[src/rtl/snoop_if.sv]
`default_nettype none
// ============================================================================
// Module      : snoop_if
// Description : Request, AC/CR/CD snoop channels and response bundle for
//               snoop_issuer.
// Revision    : 1.0 - initial release
// ============================================================================
interface snoop_if #(
    parameter int ADDR_WIDTH = 32,
    parameter int DATA_WIDTH = 64,
    parameter int CD_BEATS   = 4
);
    logic                           req_valid;
    logic                           req_ready;
    logic [ADDR_WIDTH-1:0]          req_addr;
    logic                           req_unique;

    logic                           ac_valid;
    logic                           ac_ready;
    logic [ADDR_WIDTH-1:0]          ac_addr;
    logic [3:0]                     ac_snoop;
    logic [2:0]                     ac_prot;

    logic                           cr_valid;
    logic                           cr_ready;
    logic [4:0]                     cr_resp;

    logic                           cd_valid;
    logic                           cd_ready;
    logic [DATA_WIDTH-1:0]          cd_data;
    logic                           cd_last;

    logic                           rsp_valid;
    logic                           rsp_ready;
    logic                           rsp_data_xfer;
    logic                           rsp_dirty;
    logic                           rsp_shared;
    logic                           rsp_err;
    logic [CD_BEATS*DATA_WIDTH-1:0] rsp_line;

    modport master (
        input  req_valid, req_addr, req_unique,
        output req_ready,
        output ac_valid, ac_addr, ac_snoop, ac_prot,
        input  ac_ready,
        input  cr_valid, cr_resp,
        output cr_ready,
        input  cd_valid, cd_data, cd_last,
        output cd_ready,
        output rsp_valid, rsp_data_xfer, rsp_dirty, rsp_shared, rsp_err, rsp_line,
        input  rsp_ready
    );

    modport slave (
        output req_valid, req_addr, req_unique,
        input  req_ready,
        input  ac_valid, ac_addr, ac_snoop, ac_prot,
        output ac_ready,
        output cr_valid, cr_resp,
        input  cr_ready,
        output cd_valid, cd_data, cd_last,
        input  cd_ready,
        input  rsp_valid, rsp_data_xfer, rsp_dirty, rsp_shared, rsp_err, rsp_line,
        output rsp_ready
    );
endinterface
`default_nettype wire

[src/rtl/snoop_issuer.sv]
`default_nettype none
// ============================================================================
// Module      : snoop_issuer
// Description : Issues one ReadClean/ReadUnique snoop at a time and collects
//               the snoop response and optional cache-line data.
// Revision    : 1.0 - initial release
// ============================================================================
module snoop_issuer #(
    parameter int ADDR_WIDTH = 32,
    parameter int DATA_WIDTH = 64,
    parameter int CD_BEATS   = 4
) (
    input  wire logic clk,
    input  wire logic reset,
    snoop_if.master   bus
);
    localparam int                CNT_W       = (CD_BEATS > 1) ? $clog2(CD_BEATS) : 1;
    localparam logic [CNT_W-1:0]  C_LAST_BEAT = CNT_W'(CD_BEATS - 1);
    localparam logic [3:0]        C_SNP_UNIQUE = 4'b0111;
    localparam logic [3:0]        C_SNP_CLEAN  = 4'b0010;

    typedef enum logic [2:0] {
        IDLE    = 3'd0,
        SEND_AC = 3'd1,
        WAIT_CR = 3'd2,
        RECV_CD = 3'd3,
        RESP    = 3'd4
    } state_t;

    state_t                r_state;
    state_t                w_state_nxt;
    logic [ADDR_WIDTH-1:0] r_addr;
    logic                  r_unique;
    logic [3:0]            r_resp;
    logic                  r_proto_err;
    logic [CNT_W-1:0]      r_cnt;

    logic w_req_ready;
    logic w_ac_valid;
    logic w_cr_ready;
    logic w_cd_ready;
    logic w_rsp_valid;
    logic w_req_fire;
    logic w_cr_fire;
    logic w_cd_fire;
    logic w_last_beat;

    assign w_req_fire  = (r_state == IDLE)    && bus.req_valid;
    assign w_cr_fire   = (r_state == WAIT_CR) && bus.cr_valid;
    assign w_cd_fire   = (r_state == RECV_CD) && bus.cd_valid;
    assign w_last_beat = (r_cnt == C_LAST_BEAT);

    always_ff @(posedge clk or posedge reset) begin
        if (reset) begin
            r_state <= IDLE;
        end else begin
            r_state <= w_state_nxt;
        end
    end

    always_comb begin
        w_state_nxt = r_state;
        w_req_ready = 1'b0;
        w_ac_valid  = 1'b0;
        w_cr_ready  = 1'b0;
        w_cd_ready  = 1'b0;
        w_rsp_valid = 1'b0;
        case (r_state)
            IDLE: begin
                // Reset is folded in so no handshake is offered while it is held.
                w_req_ready = !reset;
                if (bus.req_valid) w_state_nxt = SEND_AC;
            end
            SEND_AC: begin
                w_ac_valid = 1'b1;
                if (bus.ac_ready) w_state_nxt = WAIT_CR;
            end
            WAIT_CR: begin
                w_cr_ready = 1'b1;
                if (bus.cr_valid) w_state_nxt = bus.cr_resp[0] ? RECV_CD : RESP;
            end
            RECV_CD: begin
                w_cd_ready = 1'b1;
                if (bus.cd_valid && (w_last_beat || bus.cd_last)) w_state_nxt = RESP;
            end
            RESP: begin
                w_rsp_valid = 1'b1;
                if (bus.rsp_ready) w_state_nxt = IDLE;
            end
            default: w_state_nxt = IDLE;
        endcase
    end

    always_ff @(posedge clk or posedge reset) begin
        if (reset) begin
            r_addr      <= '0;
            r_unique    <= 1'b0;
            r_resp      <= '0;
            r_proto_err <= 1'b0;
            r_cnt       <= '0;
        end else begin
            if (w_req_fire) begin
                r_addr      <= bus.req_addr;
                r_unique    <= bus.req_unique;
                r_proto_err <= 1'b0;
            end
            if (w_cr_fire) begin
                r_resp <= bus.cr_resp[3:0];
                r_cnt  <= '0;
            end
            if (w_cd_fire) begin
                r_cnt <= r_cnt + CNT_W'(1);
                // Missing last on the final beat, or last arriving early, is a protocol error.
                if (w_last_beat) begin
                    r_proto_err <= !bus.cd_last;
                end else if (bus.cd_last) begin
                    r_proto_err <= 1'b1;
                end
            end
        end
    end

    for (genvar gi = 0; gi < CD_BEATS; gi++) begin : g_word
        logic [DATA_WIDTH-1:0] r_word;

        always_ff @(posedge clk or posedge reset) begin
            if (reset) begin
                r_word <= '0;
            end else if (w_cd_fire && (r_cnt == CNT_W'(gi))) begin
                r_word <= bus.cd_data;
            end
        end

        assign bus.rsp_line[gi*DATA_WIDTH +: DATA_WIDTH] = r_word;
    end

    assign bus.req_ready     = w_req_ready;
    assign bus.ac_valid      = w_ac_valid;
    assign bus.ac_addr       = r_addr;
    assign bus.ac_snoop      = w_ac_valid ? (r_unique ? C_SNP_UNIQUE : C_SNP_CLEAN) : 4'b0000;
    assign bus.ac_prot       = 3'b000;
    assign bus.cr_ready      = w_cr_ready;
    assign bus.cd_ready      = w_cd_ready;
    assign bus.rsp_valid     = w_rsp_valid;
    assign bus.rsp_data_xfer = r_resp[0];
    assign bus.rsp_err       = r_resp[1] | r_proto_err;
    assign bus.rsp_dirty     = r_resp[0] & r_resp[2];
    assign bus.rsp_shared    = r_resp[0] & r_resp[3];

endmodule
`default_nettype wire

[src/flat_wrapper.sv]
// flat-port wrapper written by rule: the top's interface ports become plain ports
module snoop_issuer_flat 
#(
    parameter int ADDR_WIDTH = 32,
    parameter int DATA_WIDTH = 64,
    parameter int CD_BEATS   = 4
)
  (clk, reset, bus_req_valid, bus_req_addr, bus_req_unique, bus_req_ready, bus_ac_valid, bus_ac_addr, bus_ac_snoop, bus_ac_prot, bus_ac_ready, bus_cr_valid, bus_cr_resp, bus_cr_ready, bus_cd_valid, bus_cd_data, bus_cd_last, bus_cd_ready, bus_rsp_valid, bus_rsp_data_xfer, bus_rsp_dirty, bus_rsp_shared, bus_rsp_err, bus_rsp_line, bus_rsp_ready);
  snoop_if #(.ADDR_WIDTH(ADDR_WIDTH), .DATA_WIDTH(DATA_WIDTH), .CD_BEATS(CD_BEATS)) bus_i ();
  input  wire logic clk;
  input  wire logic reset;
  input wire logic [$bits(bus_i.req_valid)-1:0] bus_req_valid;
  input wire logic [$bits(bus_i.req_addr)-1:0] bus_req_addr;
  input wire logic [$bits(bus_i.req_unique)-1:0] bus_req_unique;
  output wire logic [$bits(bus_i.req_ready)-1:0] bus_req_ready;
  output wire logic [$bits(bus_i.ac_valid)-1:0] bus_ac_valid;
  output wire logic [$bits(bus_i.ac_addr)-1:0] bus_ac_addr;
  output wire logic [$bits(bus_i.ac_snoop)-1:0] bus_ac_snoop;
  output wire logic [$bits(bus_i.ac_prot)-1:0] bus_ac_prot;
  input wire logic [$bits(bus_i.ac_ready)-1:0] bus_ac_ready;
  input wire logic [$bits(bus_i.cr_valid)-1:0] bus_cr_valid;
  input wire logic [$bits(bus_i.cr_resp)-1:0] bus_cr_resp;
  output wire logic [$bits(bus_i.cr_ready)-1:0] bus_cr_ready;
  input wire logic [$bits(bus_i.cd_valid)-1:0] bus_cd_valid;
  input wire logic [$bits(bus_i.cd_data)-1:0] bus_cd_data;
  input wire logic [$bits(bus_i.cd_last)-1:0] bus_cd_last;
  output wire logic [$bits(bus_i.cd_ready)-1:0] bus_cd_ready;
  output wire logic [$bits(bus_i.rsp_valid)-1:0] bus_rsp_valid;
  output wire logic [$bits(bus_i.rsp_data_xfer)-1:0] bus_rsp_data_xfer;
  output wire logic [$bits(bus_i.rsp_dirty)-1:0] bus_rsp_dirty;
  output wire logic [$bits(bus_i.rsp_shared)-1:0] bus_rsp_shared;
  output wire logic [$bits(bus_i.rsp_err)-1:0] bus_rsp_err;
  output wire logic [$bits(bus_i.rsp_line)-1:0] bus_rsp_line;
  input wire logic [$bits(bus_i.rsp_ready)-1:0] bus_rsp_ready;
  assign bus_i.req_valid = bus_req_valid;
  assign bus_i.req_addr = bus_req_addr;
  assign bus_i.req_unique = bus_req_unique;
  assign bus_req_ready = bus_i.req_ready;
  assign bus_ac_valid = bus_i.ac_valid;
  assign bus_ac_addr = bus_i.ac_addr;
  assign bus_ac_snoop = bus_i.ac_snoop;
  assign bus_ac_prot = bus_i.ac_prot;
  assign bus_i.ac_ready = bus_ac_ready;
  assign bus_i.cr_valid = bus_cr_valid;
  assign bus_i.cr_resp = bus_cr_resp;
  assign bus_cr_ready = bus_i.cr_ready;
  assign bus_i.cd_valid = bus_cd_valid;
  assign bus_i.cd_data = bus_cd_data;
  assign bus_i.cd_last = bus_cd_last;
  assign bus_cd_ready = bus_i.cd_ready;
  assign bus_rsp_valid = bus_i.rsp_valid;
  assign bus_rsp_data_xfer = bus_i.rsp_data_xfer;
  assign bus_rsp_dirty = bus_i.rsp_dirty;
  assign bus_rsp_shared = bus_i.rsp_shared;
  assign bus_rsp_err = bus_i.rsp_err;
  assign bus_rsp_line = bus_i.rsp_line;
  assign bus_i.rsp_ready = bus_rsp_ready;
  snoop_issuer #(.ADDR_WIDTH(ADDR_WIDTH), .DATA_WIDTH(DATA_WIDTH), .CD_BEATS(CD_BEATS)) u_core (.clk(clk), .reset(reset), .bus(bus_i));
endmodule
[config.mk]
export PLATFORM = sky130hd
export DESIGN_NAME = snoop_issuer_flat
export DESIGN_NICKNAME = d
export VERILOG_FILES = /design/src/rtl/snoop_if.sv /design/src/rtl/snoop_issuer.sv /design/src/flat_wrapper.sv
export SDC_FILE = /design/constraint.sdc
export NUM_CORES = 1
export LEC_CHECK = 0
export BUFFER_PORTS_ARGS = -buffer_cell sky130_fd_sc_hd__buf_2
export CAP_MARGIN = 40
export CORE_MARGIN = 3
export CORE_UTILIZATION = 46
export CTS_BUF_LIST = sky130_fd_sc_hd__clkbuf_16
export CTS_CLUSTER_DIAMETER = 80
export DETAILED_ROUTE_END_ITERATION = 12
export PLACE_DENSITY = 0.77
export SLEW_MARGIN = 10
export SYNTH_ARGS = -nofsm -noshare
export SYNTH_HDL_FRONTEND = slang
export SYNTH_SLANG_ARGS = --single-unit
[constraint.sdc]
create_clock -name clk -period 7.7 [get_ports clk]
set_input_delay 0 -clock clk [delete_from_list [all_inputs] [get_ports clk]]
set_output_delay 0 -clock clk [all_outputs]
set_load 0.01 [all_outputs]
# Yosys cells after proc, flatten, opt, wreduce, memory -nomap -nowiden
# Cells that the tools add are included.
[totals]
register_bits = 299
output_inout_bits = 304
[classes]
n_addsub = 1
n_eq_ne = 12
n_mux = 20
n_bitwise = 3
reduce_logical = 15
[ops]
columns = ["op", "count"]
rows = [
  ["3-bit 2-to-1 mux", 7],
  ["3-bit case mux with 5 select lines", 1],
  ["2-bit inequality test (second input constant)", 5],
  ["1-bit 2-to-1 mux", 9],
  ["1-bit logical AND", 8],
  ["3-bit by 2-bit equality test with 1-bit output (second input constant)", 2],
  ["5-bit AND reduction", 1],
  ["2-bit equality test (second input constant)", 2],
  ["2-bit 2-to-1 mux", 2],
  ["4-bit 2-to-1 mux", 1],
  ["3-bit by 1-bit equality test with 1-bit output (second input constant)", 1],
  ["3-bit equality test (second input constant)", 1],
  ["3-bit zero test", 1],
  ["2-bit by 1-bit adder with 2-bit output (second input constant)", 1],
  ["1-bit bitwise AND", 2],
  ["2-bit by 1-bit equality test with 1-bit output (second input constant)", 1],
  ["1-bit zero test", 2],
  ["2-bit zero test", 1],
  ["2-bit nonzero test", 1],
  ["1-bit logical OR", 1],
  ["1-bit bitwise OR", 1],
]

# Longest topological paths before layout
[depth]
word_depth = 6
ltp_mapped = 6

# Least setup slack after synthesis
# OpenSTA, ideal clock, no wires.
[synth_path]
path_kind = "register -> register"
start = "register u_core.r_state[2]"
end = "register u_core.g_word[3].r_word[0]"
t_arrival_ns = 1.506
t_required_ns = 7.575
path_slack_ns = 6.069
path_stages_with_launch = 7
n_path_buf = 3
synth_period_minus_slack_ns = 1.631
path_cell_list = "dfrtp_1 > buf_6 > and4b_1 > buf_12 > nand2_8 > buf_12 > mux2_4"
[synth_between]
elab_chain_cells = 3
[synth_lines]
columns = ["item", "line_no", "rtl"]
rows = [
  ["from (decl)", "snoop_issuer.sv:30", "state_t r_state;"],
  ["from (signal assigned)", "snoop_issuer.sv:57", "r_state <= w_state_nxt;"],
  ["3-bit by 2-bit equality test with 1-bit output", "snoop_issuer.sv:50", "assign w_cd_fire = (r_state == RECV_CD) && bus.cd_valid;"],
  ["1-bit logical AND", "snoop_issuer.sv:50", ""],
  ["1-bit logical AND", "snoop_issuer.sv:129", "end else if (w_cd_fire && (r_cnt == CNT_W'(gi))) begin"],
  ["to (signal assigned)", "snoop_issuer.sv:130", "r_word <= bus.cd_data;"],
  ["to (decl)", "snoop_issuer.sv:124", "logic [DATA_WIDTH-1:0] r_word;"],
]
# Every way passes these cells.
# A chain may end at the register's enable or synchronous reset.

==> flow_summary.toml <==
[run_status]
status = "completed"

[worst_setup_path]
reg2reg_to = "u_core.r_state[0]"
r2r_start = "u_core.r_state[2]"
rrSetupSlack_ns = 5.21
path_class = "in -> async"
critPathLaunchType = "input pin"
cp-end-kind = "asynchronous set/reset pin"
cp.arrival_ns = 3.09
ff2ff_path_depth = 5
crit_fanout = 58
required_ns = 8.29

[global_routing]
grt_pass1_vias = 8362
grt_pass1_wl_mm = 47.5
grt_overflow = 0
antenna_found_initial = 1
grtUsageTotal_pct = 20.2
grt_start_max_net_pins = 147

[worst_hold_path]
min_path_cells = 3
worstHoldEndpoint = "u_core.r_resp[1]"
hold_class = "in -> reg"
min-delay-start = "bus_cr_valid"

[sta]
relSlewSlack_pct = 40.6
finalHoldViolCount = 0
fin_crit_ns = 2.50
setup_viol = 0
rsz0062_at_grt = "false"
max_freq_mhz = 400
fin_setup_tns_ns = 0
worst_pin_slew_ns = 0.891
setup_ws_ns = 5.20
fin_crit_sh_pct = 32.4
clock_skew_ns = 0.00705
drv_slew = 0

[placed_design]
dp.cells = 1393
hpwl_mm = 19.4
gp_congestion = 0.775
place_ws_ns = 4.98
portBuffers = 408

[drt]
drc = 0
via_per_inst = 4.97
first_iter_violations = 329
ant_nets = 0
first_pass_iters = 4
wl_per_cell_um = 20.3
via_count = 7766
wl_mm = 31.7

[final_layout]
final_util_pct = 61.9
area.growth.synth_to_final_pct = 32.3
fin_nets = 1310
instances_no_fill = 1562
drive_gt1_share_pct = 62.3

[clock_tree]
cts_setup_buffers = 0
clk_latency_ns = 0.54
clkSlewWorstSetupHoldPaths_ns = 0.06
clk_path_buf_depth = 3
cts-buffers-inserted = 30
ctsHoldBuffers = 111
cts-root-buf = "clkbuf_16"
cts_tree = "done"
cts_htree_levels = 1
cts_resized = 0
numClockSinks = 299

[synth]
yosysWarnings = 0
syn_area_um2 = 12600
avgSynthCellArea_um2 = 18.8
ys_ff_latch = 299
synth_cells = 673
synth_cell_types = 36
ys_seq_area_share_pct = 59.1

[pwr]
peakVddDrop_uv = 228
total_power_uw = 6340
p_leak_uw = 0.00946
cellPowerDensity_nw_per_um2 = 379

[floorplanning]
ios = 414
coreArea_um2 = 27000
start_util_pct = 46.8
die_w_um = 172
die-area_um2 = 29500
std_cell_rows = 60
die_h_um = 172

[job]
cap_violations = 0
## where the power goes
group | internal, µW | switching (µW) | leakage (µW)
clock | 859 | 598 | 0.000506
sequential | 2190 | 378 | 0.00388
combinational | 1330 | 994 | 0.00508
## synth_stat cells
library cell / count / area share [%]
dfrtp_1: 299 / 59
mux2_4: 240 / 28
mux2_2: 52 / 4.6
buf_12: 25 / 4.0
buf_4: 7 / 0.42
inv_1: 5 / 0.15
ha_1: 4 / 0.40
nand2_8: 4 / 0.63
and2_1: 3 / 0.15
buf_2: 3 / 0.12
nor2_1: 3 / 0.089
mux2_1: 2 / 0.18
nor2b_1: 2 / 0.099
or2_2: 2 / 0.099
a211oi_1: 1 / 0.059
a221o_1: 1 / 0.079
a22o_1: 1 / 0.069
a2bb2oi_1: 1 / 0.069
a31oi_1: 1 / 0.049
a32o_1: 1 / 0.079
and2b_1: 1 / 0.059
and3_1: 1 / 0.049
and4b_1: 1 / 0.079
and4bb_2: 1 / 0.099
buf_6: 1 / 0.089
clkbuf_1: 1 / 0.030
conb_1: 1 / 0.030
nand2_1: 1 / 0.030
nand2b_1: 1 / 0.049
nor3b_1: 1 / 0.059
nor4_1: 1 / 0.049
nor4b_4: 1 / 0.19
o21ai_0: 1 / 0.040
o22a_1: 1 / 0.069
o2bb2ai_1: 1 / 0.069
o31ai_1: 1 / 0.059
## area by class of cell
| class | count | area, µm² |
|---|---|---|
| inverters | 5 | 22.5 |
| well taps | 341 | 427 |
| repair buffers | 525 | 3230 |
| fillers | 1957 | 10300 |
| multi-input cells | 335 | 4580 |
| clock inverters | 25 | 214 |
| clock buffers | 31 | 776 |
| flip-flops and latches | 299 | 7480 |
| diodes | 1 | 2.50 |
## routing by layer
layer  global-route usage (%)  part of all wire, %  routed length [µm]
met5                        0                    0                   0
met4                     7.36                  3.5                1120
met3                     5.29                  7.5                2360
met2                     34.9                   49               15600
met1                     24.5                   40               12500
## how the worst max path moves through the flow
stage,cells past startpoint,end,slack [ns],from
2_1_floorplan,1,u_core.bus.ac_addr[0],3.73,reset
3_3_place_gp,3,u_core.g_word[0].r_word[21],5.01,u_core.r_state[0]
3_5_place_dp,3,u_core.g_word[0].r_word[52],4.98,u_core.r_state[0]
4_1_cts,3,u_core.g_word[3].r_word[58],4.95,u_core.r_state[0]
5_1_grt,7,u_core.g_word[2].r_word[42],4.89,reset
6_report,7,u_core.g_word[0].r_word[44],5.20,reset
## cell families (layout without fill, tap and decap cells)
kind of cell               count (synthesis)  count (layout)  synth area share [%]
buffers and inverters                     42             586                  4.76
AOI/OAI and AO/OA                         10              10                 0.643
and+or+nand+nor                           23              23                  1.73
muxes                                    294             294                  33.3
other                                      1               5                0.0296
DFF                                      299             299                  59.1
adders and majority gates                  4               4                 0.396
## critical path: stages
cell           delay (ns)
dlygate4sd3_1        0.53
buf_2                0.13
dlygate4sd3_1        0.59
clkinvlp_4           0.25
buf_12               0.26
buf_4                0.56
buf_4                0.69
## cells in the final DEF, fill, tap and decap left out, types with 3 or more instances in the layout
cell             n
and2_1           3
buf_2          408
buf_4            3
bufinv_16        4
clkbuf_16       31
clkinv_1         7
clkinv_2         9
conb_1           4
dfrtp_1        299
dlygate4sd3_1  111
ha_1             4
inv_1            8
mux2_2          52
mux2_4         240
nand2_8          4
nor2_1           3
## state kept, by name, indices dropped and copies added (netlist names)
name	count
u_core.r_proto_err	1
u_core.r_resp	4
u_core.bus.ac_addr	32
u_core.r_cnt	2
u_core.g_word.r_word	256
u_core.r_unique	1
u_core.r_state	3
## through the flow
step                hold slack (ns)  cell area [µm²]
detailed placement          -0.0135            14600
CTS                          0.0602            16700
finish                        0.113            16700
global route                  0.109            16700
global placement              0.203            14600
floorplan                    0.0466            12700
(Power assumes the default switching activity.)
